## config.mk

```make
export PLATFORM = sky130hd
export DESIGN_NAME = scan_pattern_ctrl_flat
export DESIGN_NICKNAME = d
export VERILOG_FILES = /design/src/rtl/scan_pattern_ctrl_if.sv /design/src/rtl/scan_pattern_ctrl.sv /design/src/flat_wrapper.sv
export SDC_FILE = /design/constraint.sdc
export NUM_CORES = 1
export LEC_CHECK = 0
export CAP_MARGIN = 20
export CORE_MARGIN = 3
export CORE_UTILIZATION = 40
export CTS_CLUSTER_DIAMETER = 200
export DETAILED_ROUTE_END_ITERATION = 7
export GPL_ROUTABILITY_DRIVEN = 0
export PLACE_DENSITY = 0.65
export SLEW_MARGIN = 10
export SYNTH_ARGS = -nofsm -noshare
export SYNTH_HDL_FRONTEND = slang
export SYNTH_SLANG_ARGS = --single-unit
export TNS_END_PERCENT = 20
```

## constraint.sdc

```tcl
create_clock -name Clk -period 2.1 [get_ports Clk]
set_clock_uncertainty 0.1 [all_clocks]
set_input_delay 0.21 -clock Clk [delete_from_list [all_inputs] [get_ports Clk]]
set_output_delay 0.21 -clock Clk [all_outputs]
set_load 0.03 [all_outputs]
```

## src/rtl/scan_pattern_ctrl_if.sv

```systemverilog
// Serial pattern controller bus: tester-side (master) and controller-side (slave) views.
// Expected/Mismatch exist only when SCAN_COMPARE_EN is defined.
interface scan_pattern_ctrl_if #(
  parameter int InWidth  = 4,
  parameter int OutWidth = 3
);
  logic                Start;
  logic                SerIn;
  logic [InWidth-1:0]  DutIn;
  logic [OutWidth-1:0] DutOut;
  logic                SerOut;
  logic                SerOutValid;
  logic                Ready;
  logic                Done;
`ifdef SCAN_COMPARE_EN
  logic [OutWidth-1:0] Expected;
  logic                Mismatch;

  modport master (
    output Start, SerIn, DutOut, Expected,
    input  DutIn, SerOut, SerOutValid, Ready, Done, Mismatch
  );
  modport slave (
    input  Start, SerIn, DutOut, Expected,
    output DutIn, SerOut, SerOutValid, Ready, Done, Mismatch
  );
`else
  modport master (
    output Start, SerIn, DutOut,
    input  DutIn, SerOut, SerOutValid, Ready, Done
  );
  modport slave (
    input  Start, SerIn, DutOut,
    output DutIn, SerOut, SerOutValid, Ready, Done
  );
`endif
endinterface

```

## src/rtl/scan_pattern_ctrl.sv

```systemverilog
// Serial scan pattern controller: shift in, apply, settle, capture, shift out.
// Optional response compare enabled by the SCAN_COMPARE_EN macro.
module scan_pattern_ctrl #(
  parameter int InWidth     = 4,
  parameter int OutWidth    = 3,
  parameter int CaptureWait = 2
) (
  input logic               Clk,
  input logic               Clr,
  scan_pattern_ctrl_if.slave bus
);

  localparam int CntMax0 = (InWidth > OutWidth) ? InWidth : OutWidth;
  localparam int CntMax  = (CntMax0 > CaptureWait + 1) ?
                           CntMax0 : CaptureWait + 1;
  localparam int CntW    = $clog2(CntMax + 1);
  localparam int WaitL   = (CaptureWait > 0) ? CaptureWait - 1 : 0;

  localparam logic [CntW-1:0] InLast   = CntW'(InWidth - 1);
  localparam logic [CntW-1:0] OutCount = CntW'(OutWidth);
  localparam logic [CntW-1:0] WaitLast = CntW'(WaitL);
  localparam logic [CntW-1:0] One      = CntW'(1);

  typedef enum logic [2:0] {
    S_IDLE,
    S_LOAD,
    S_APPLY,
    S_WAIT,
    S_CAPTURE,
    S_UNLOAD,
    S_DONE
  } state_t;

  state_t              state;
  logic [CntW-1:0]     cnt;
  logic [InWidth-1:0]  in_sr;
  logic [OutWidth-1:0] out_sr;
  logic [InWidth-1:0]  dut_in;
  logic                ser_out;
  logic                ser_valid;
  logic                ready;
  logic                done;
`ifdef SCAN_COMPARE_EN
  logic [OutWidth-1:0] exp_q;
  logic                mismatch;
`endif

  always_ff @(posedge Clk) begin
    if (Clr) begin
      state     <= S_IDLE;
      cnt       <= '0;
      in_sr     <= '0;
      out_sr    <= '0;
      dut_in    <= '0;
      ser_out   <= 1'b0;
      ser_valid <= 1'b0;
      ready     <= 1'b1;
      done      <= 1'b0;
`ifdef SCAN_COMPARE_EN
      exp_q     <= '0;
      mismatch  <= 1'b0;
`endif
    end else begin
      unique case (state)
        S_IDLE: begin
          if (bus.Start) begin
            state <= S_LOAD;
            cnt   <= '0;
            ready <= 1'b0;
`ifdef SCAN_COMPARE_EN
            exp_q    <= bus.Expected;
            mismatch <= 1'b0;
`endif
          end
        end
        S_LOAD: begin
          in_sr <= (in_sr << 1) | InWidth'(bus.SerIn);
          if (cnt == InLast) begin
            state <= S_APPLY;
            cnt   <= '0;
          end else begin
            cnt <= cnt + One;
          end
        end
        S_APPLY: begin
          dut_in <= in_sr;
          cnt    <= '0;
          state  <= (CaptureWait > 0) ? S_WAIT : S_CAPTURE;
        end
        S_WAIT: begin
          if (cnt == WaitLast) begin
            state <= S_CAPTURE;
            cnt   <= '0;
          end else begin
            cnt <= cnt + One;
          end
        end
        S_CAPTURE: begin
          out_sr <= bus.DutOut;
          cnt    <= '0;
          state  <= S_UNLOAD;
`ifdef SCAN_COMPARE_EN
          mismatch <= (bus.DutOut != exp_q);
`endif
        end
        S_UNLOAD: begin
          // one extra edge after the last bit retires SerOut and raises Done
          if (cnt == OutCount) begin
            ser_out   <= 1'b0;
            ser_valid <= 1'b0;
            done      <= 1'b1;
            state     <= S_DONE;
          end else begin
            ser_out   <= out_sr[OutWidth-1];
            ser_valid <= 1'b1;
            out_sr    <= out_sr << 1;
            cnt       <= cnt + One;
          end
        end
        S_DONE: begin
          done  <= 1'b0;
          ready <= 1'b1;
          state <= S_IDLE;
        end
        default: begin
          state <= S_IDLE;
          ready <= 1'b1;
        end
      endcase
    end
  end

  assign bus.DutIn       = dut_in;
  assign bus.SerOut      = ser_out;
  assign bus.SerOutValid = ser_valid;
  assign bus.Ready       = ready;
  assign bus.Done        = done;
`ifdef SCAN_COMPARE_EN
  assign bus.Mismatch    = mismatch;
`endif

endmodule

```

## src/flat_wrapper.sv

```systemverilog
// flat-port wrapper written by rule: the top's interface ports become plain ports
module scan_pattern_ctrl_flat 
#(
  parameter int InWidth     = 4,
  parameter int OutWidth    = 3,
  parameter int CaptureWait = 2
)
  (Clk, Clr, bus_Start, bus_SerIn, bus_DutOut, bus_DutIn, bus_SerOut, bus_SerOutValid, bus_Ready, bus_Done);
  scan_pattern_ctrl_if #(.InWidth(InWidth), .OutWidth(OutWidth)) bus_i ();
  input logic Clk;
  input logic Clr;
  input wire logic [$bits(bus_i.Start)-1:0] bus_Start;
  input wire logic [$bits(bus_i.SerIn)-1:0] bus_SerIn;
  input wire logic [$bits(bus_i.DutOut)-1:0] bus_DutOut;
  output wire logic [$bits(bus_i.DutIn)-1:0] bus_DutIn;
  output wire logic [$bits(bus_i.SerOut)-1:0] bus_SerOut;
  output wire logic [$bits(bus_i.SerOutValid)-1:0] bus_SerOutValid;
  output wire logic [$bits(bus_i.Ready)-1:0] bus_Ready;
  output wire logic [$bits(bus_i.Done)-1:0] bus_Done;
  assign bus_i.Start = bus_Start;
  assign bus_i.SerIn = bus_SerIn;
  assign bus_i.DutOut = bus_DutOut;
  assign bus_DutIn = bus_i.DutIn;
  assign bus_SerOut = bus_i.SerOut;
  assign bus_SerOutValid = bus_i.SerOutValid;
  assign bus_Ready = bus_i.Ready;
  assign bus_Done = bus_i.Done;
  scan_pattern_ctrl #(.InWidth(InWidth), .OutWidth(OutWidth), .CaptureWait(CaptureWait)) u_core (.Clk(Clk), .Clr(Clr), .bus(bus_i));
endmodule
```

==> summary.md, run 1 <==
| Metric | Value |
|---|---|
| Final setup viols | 0 |
| Synth unique cells | 27 |
| Final ANT Viol Nets | 0 |
| Crit path largest cell delay | 0.62 ns |
| Cell taking the most area after synthesis | dfxtp_1 |
| Multiplexer share of the synthesized area | 0.09137 |
| Worst r2r src | u_core.state[2] |
| Clock buffer depth | 2 |
| Slew headroom | 0.5964 |
| Worst-margin pin slew | 0.6035 ns |
| Routed WL | 1991 um |
| Cell Area, Synth | 985.9 um2 |
| Worst r2r path cells | 4 |
| Initial cell density of the core | 0.4332 |
| CTS tree | yes |
| Min cycle time layout | 1.690 ns |
| Root buffer cell | clkbuf_4 |
| XOR/XNOR Fraction of Synth Area | 0 |
| Leak Pwr | 0.0004463 uW |
| # rows | 17 |
| Synth Area in Compound Gates | 0.1523 |
| I/O pin count | 15 |
| Hold_sp | bus_DutOut[2] |
| Htree depth | 1 |
| Clock latency on the worst-skew pair | 0.31 ns |
| Commonest non-fill, non-tap cells in the layout | nor2_1 (24), dfxtp_1 (21), clkdlybuf4s50_1 (14) |
| Detailed-route via count | 847 |
| Startpoint types | flip-flop |
| Remaining DRCs | 0 |
| Tcrit/Tclk final | 0.8048 |
| Final Hold Fails | 0 |
| Inserted Clock Buffers | 3 |
| GR Util All Layers | 0.1384 |
| Mapped Cells | 115 |
| Crit path max fanout | 15 |
| Die width | 55.65 um |
| Worst-path clk slew | 0.12 ns |
| CP arrival | 1.81 ns |
| Average vias per placed instance | 5.429 |
| Overall die area | 0.003096 mm2 |
| Slew Limit Fails | 0 |
| Max Fclk | 591.7 MHz |
| Status | completed |
| Max-cap violations | 0 |
| CP Data Required Time | 2.22 ns |
| Post-CTS Resized | 0 |
| Area Overhead vs Synth | 18.65% |
| Layout cell share with drive strength beyond 1 | 0.04688 |
| R2R Setup Slk | 0.41 ns |
| Synth warn | 0 |
| GR Overflow Total | 0 |
| IO buf count | 14 |
| Core area | 0.002276 mm2 |
| Fin Setup TNS | 0 ns |
| Nets | 140 |
| Critical path capture point type | flip-flop |
| Area contributors post-synth | dfxtp_1 (43%), mux2i_1 (9.1%), nor2_1 (9.1%) |
| Hold path endpoint | u_core.out_sr[2] |
| Critical Path Slowest Stage Cell | dfxtp_1 |
| First-pass GRT wire length | 3443 um |
| CP Class | reg2reg |
| Commonest non-fill, non-tap cell in the layout | nor2_1 |
| Ant diodes | 0 |
| Worst min path class | in2reg |
| WL/cell | 12.76 um |
| CTS Hold Buffers Added | 0 |
| Die Height | 55.65 um |
| Largest family of logic cells by synthesized area | simple AND/OR/NAND/NOR gates |
| Largest net degree at the start of global routing | 17 |
| Iteration-0 DRC count of the detailed router | 27 |
| Simple-Gate Fraction of Synth Area | 0.2297 |
| Seq/Total Area, Yosys | 0.4264 |
| Syn_area_per_cell | 8.573 um2 |
| Fin util | 0.5140 |
| Worst r2r dst | u_core.out_sr[2] |
| Number of global-route vias before repair | 793 |
| Top cell type's share of synthesized area | 0.4264 |
| Hold Path Depth | 3 |
| Yosys reg bits | 21 |
| Filler cells | 221 |
| Post-synthesis adder-cell area fraction | 0.05076 |
| Hpwl dp | 1432 um |
| Peak supply drop | 377.9 uV |
| Syn nets | 126 |
| Total iterations of the first detailed-routing run | 4 |
| CP Cell Sequence | nor2b_1 > and2_1 > nor2_1 > a311oi_1 |
| Num Clock Sinks | 21 |
| RSZ-0062 raised after global routing | no |
| Initial antenna violation count | 0 |
| Pwr/cell area | 587.1 mW/mm2 |
| Setup bufs post-CTS | 0 |
[kinds of logic after synthesis]
| kind of cell | Yosys count |
|---|---|
| AOI/OAI and AO/OA | 22 |
| and+or+nand+nor | 47 |
| buffers and inverters | 12 |
| DFF | 21 |
| muxes | 9 |
| adders and majority gates | 4 |
[area by class of cell]
| cell class | instances | area, um2 | area share |
|---|---|---|---|
| Timing Repair Buffer | 15 | 147.6 | 0.1262 |
| Sequential cell | 21 | 420.4 | 0.3594 |
| Tap cell | 28 | 35.03 | 0.02995 |
| Multi-Input combinational cell | 82 | 516.7 | 0.4417 |
| Clock inverter | 1 | 5.005 | 0.004278 |
| Inverter | 6 | 22.52 | 0.01925 |
| Clock buffer | 3 | 22.52 | 0.01925 |
[synth_stat cells, drive strengths merged]
| master | instances |
|---|---|
| nor2 | 24 |
| dfxtp | 21 |
| a21oi | 9 |
| mux2i | 9 |
| nand2 | 7 |
| inv | 6 |
| ha | 4 |
| and2 | 3 |
| buf | 3 |
| clkbuf | 3 |
| nand3b | 3 |
| a311oi | 2 |
| a31oi | 2 |
| a32oi | 2 |
| nand3 | 2 |
| nor2b | 2 |
| o41ai | 2 |
| or3 | 2 |
| a211o | 1 |
| a211oi | 1 |
| a2bb2oi | 1 |
| nand4b | 1 |
| nor3 | 1 |
| nor3b | 1 |
| o211ai | 1 |
| o21bai | 1 |
| or4 | 1 |
[critical path: cells and delay by family (launching register included)]
family           cells  cell delay, ns
AO/OA/AOI/OAI        1            0.24
flip-flops           1            0.62
AND/OR/NAND/NOR      3            0.63
[metal layers]
metal	vias to the layer above	share of wire	track usage
met5	-	0	0
met4	0	0.017	0.06250
met2	27	0.41	0.2010
li1	429	-	-
met3	6	0.060	0.05800
met1	385	0.51	0.1774
[through the flow]
step | power (uW) | area [um2] | hold slack (ns) | std cells | setup WS [ns]
floorplan | 468.3 | 985.9 | 0.2123 | 115 | 0.6562
global placement | 498.1 | 1142 | 0.3727 | 152 | 0.4731
detailed placement | 497.1 | 1142 | 0.3833 | 152 | 0.4424
CTS | 693.5 | 1170 | 0.3831 | 156 | 0.4074
global route | 716.7 | 1170 | 0.4070 | 156 | 0.2105
finish | 686.9 | 1170 | 0.3822 | 156 | 0.4099
[state kept, by name, indices dropped and copies added, names as in the netlist]
signal                  cells
u_core.bus.DutIn            4
u_core.in_sr                4
u_core.cnt                  3
u_core.out_sr               3
u_core.state                3
u_core.bus.Done             1
u_core.bus.Ready            1
u_core.bus.SerOut           1
u_core.bus.SerOutValid      1
[report_power, final]
part,switching (uW),total [uW],leakage (uW),internal [uW]
clock,127,198,0.0000177,71.2
sequential,8.65,415,0.000170,407
combinational,39.5,73.5,0.000258,34.0
total,175,687,0.000446,512
[worst max-delay path by stage]
| stage | startpoint | to | slack [ns] | cells past startpoint |
|---|---|---|---|---|
| global route | u_core.state[2] | u_core.out_sr[2] | 0.21 | 4 |
| global placement | bus_Start | u_core.cnt[2] | 0.47 | 4 |
| floorplan | u_core.state[0] | u_core.cnt[2] | 0.66 | 4 |
| detailed placement | bus_Start | u_core.cnt[2] | 0.44 | 4 |
| finish | u_core.state[2] | u_core.out_sr[2] | 0.41 | 4 |
| CTS | u_core.bus.Ready | bus_Ready | 0.41 | 1 |
Power figures use the tool's default switching activity.
==> inputs of run 2 (changes only) <==
==> constraint.sdc (replaced) <==
create_clock -name Clk -period 1.64 [get_ports Clk]
set_clock_uncertainty 0.1 [all_clocks]
set_input_delay 0.164 -clock Clk [delete_from_list [all_inputs] [get_ports Clk]]
set_output_delay 0.164 -clock Clk [all_outputs]
set_load 0.03 [all_outputs]
==> run 2 against run 1 <==
Core utilization is 2.7 points higher. Combinational power up 34%. Sequential share of layout area decreased by 1.7 points. Sequential power grew 28%. Die area did not move. Routed wire length shrank 0.85%. Clock power increased by 27%. Via count increased by 1.9%. Largest cell class unchanged. Critical path depth fell by 1. Highest routed layer unchanged. Worst setup slack got worse by 0.33 ns. First-iteration DRC count fell by 67%. Global-route usage grew 0.16 points.
==> summary.md, run 2 (synthesis results as in run 1) <==
| Metric | Value |
|---|---|
| Status | completed |
| Routed WL | 1974 um (-0.85%) |
| Remaining DRCs | 0 (unchanged) |
| GR Overflow Total | 0 (unchanged) |
| PnR Total Power | 882.1 uW (+28%) |
| Average vias per placed instance | 5.360 (-1.3%) |
| Peak supply drop | 476.7 uV (+26%) |
| Root buffer cell | clkbuf_4 |
| Core area | 0.002276 mm2 (unchanged) |
| IO buf count | 14 (unchanged) |
| Worst-path clk slew | 0.12 ns (about the same) |
| Final Hold Fails | 0 (unchanged) |
| Slew Limit Fails | 0 (unchanged) |
| Critical Path Slowest Stage Cell | or4_1 |
| Initial cell density of the core | 0.4332 (unchanged) |
| Startpoint types | flip-flop |
| Num Clock Sinks | 21 (unchanged) |
| Final ANT Viol Nets | 0 (unchanged) |
| Area Overhead vs Synth | 24.87% |
| Critical path capture point type | flip-flop |
| Max Fclk | 640.1 MHz (+8.2%) |
| Clock latency on the worst-skew pair | 0.30 ns (about the same) |
| CP Data Required Time | 1.75 ns (-0.47 ns) |
| Slew headroom | 0.7533 (+0.1568) |
| Number of global-route vias before repair | 821 (+3.5%) |
| Final worst slack | 0.07769 ns (-0.3322 ns) |
| Largest net degree at the start of global routing | 13 (-4) |
| Clock buffer depth | 2 (unchanged) |
| Final setup viols | 0 (unchanged) |
| # rows | 17 (unchanged) |
| Cells after DPL | 157 (+3.3%) |
| Worst-margin pin slew | 0.3685 ns (-0.2350 ns) |
| Critical path's top delay family | simple AND/OR/NAND/NOR gates |
| Post-Place Worst Slack | 0.06187 ns (-0.3805 ns) |
| First-pass GRT wire length | 3594 um (+4.4%) |
| Min cycle time layout | 1.562 ns (-0.1278 ns) |
| Tcrit/Tclk final | 0.9526 (+0.1478) |
| Total iterations of the first detailed-routing run | 4 (unchanged) |
| Overall die area | 0.003096 mm2 (unchanged) |
| Crit path max fanout | 9 (-6) |
| Fin util | 0.5410 (+0.02694) |
| Die Height | 55.65 um (unchanged) |
| Nets | 145 (+3.6%) |
| Iteration-0 DRC count of the detailed router | 9 (-67%) |
| Worst min path class | in2reg |
| Max-cap violations | 0 (unchanged) |
| RSZ-0062 raised after global routing | yes |
| CP arrival | 1.68 ns (-0.13 ns) |
| Hpwl dp | 1400 um (-2.2%) |
| Initial antenna violation count | 0 (unchanged) |
| Setup bufs post-CTS | 0 (unchanged) |
| WP buf/inv | 0 (unchanged) |
| Commonest non-fill, non-tap cells in the layout | nor2_1 (24), dfxtp_1 (20), mux2i_1 (9), a21oi_1 (9), dlymetal6s2s_1 (8) |
| Htree depth | 1 (unchanged) |
| Commonest non-fill, non-tap cell in the layout | nor2_1 |
| Leak Pwr | 0.0006082 uW (+36%) |
| CP Cell Sequence | or4_1 > a211o_1 > o41ai_1 |
| I/O pin count | 15 (unchanged) |
| CP Class | reg2reg |
| WL/cell | 12.26 um (-3.9%) |
| CTS tree | yes |
| GR Util All Layers | 0.1400 (+0.001588) |
| Pwr/cell area | 716.4 mW/mm2 (+22%) |
| Filler-free cell count of the finished design | 161 (+3.2%) |
| Ant diodes | 0 (unchanged) |
| Layout cell share with drive strength beyond 1 | 0.09774 (+0.05087) |
| Inserted Clock Buffers | 3 (unchanged) |
| Crit path largest cell delay | 0.58 ns (-0.04 ns) |
| Die width | 55.65 um (unchanged) |
| Detailed-route via count | 863 (+1.9%) |
## run 2: final timing paths
| check | slack [ns] | start | endpoint | depth (start not counted) |
|---|---|---|---|---|
| worst max register to register | 0.08 | u_core.state[1] | u_core.cnt[2] | 3 |
| worst min register to register | 0.39 | u_core.out_sr[0] | u_core.out_sr[1] | 2 |
| worst min-delay path | 0.34 | bus_DutOut[2] | u_core.out_sr[2] | 3 |
| worst max-delay path | 0.08 | u_core.state[1] | u_core.cnt[2] | 3 |
## run 2: final cells by class
type / instances / area (um2)
multi-input cells: 82 / 519.2
clock buffers: 3 / 22.52
clock inverters: 1 / 5.005
flip-flops and latches: 21 / 421.7
fillers: 213 / 1045
inverters: 6 / 22.52
well taps: 28 / 35.03
repair buffers: 20 / 205.2
## run 2: routing by layer
layer  track usage  up-vias  wire (um)
met3       0.03480        2         91
met4       0.05208        0         11
met2        0.2162       21        890
li1              -      438          -
met1        0.1879      402        980
met5             0        -          0
## run 2: report_power, final
group / internal, uW / leakage [uW] / total (uW) / switching (uW)
logic: 48.1 / 0.000420 / 98.3 / 50.1
clock network: 90.9 / 0.0000177 / 252 / 161
registers: 521 / 0.000171 / 531 / 10.7
total: 660 / 0.000608 / 882 / 222
## run 2: timing repair
item                                    CTS  global route
resized for setup                         0            10
hold buffers                              0             0
endpoints found under the setup margin    0            13
## run 2: through the flow
| stage | setup TNS (ns) | hold WS (ns) | cell area (um2) |
|---|---|---|---|
| floorplan | 0 | 0.1663 | 985.9 |
| global placement | 0 | 0.3683 | 1180 |
| detailed placement | 0 | 0.3746 | 1180 |
| CTS | 0 | 0.3209 | 1207 |
| global route | -0.03056 | 0.3437 | 1231 |
| finish | 0 | 0.3394 | 1231 |
## run 2: worst min-delay path: stages
cell	delay [ns]
clkdlybuf4s50_1	0.40
nand2_1	0.06
a311oi_1	0.08
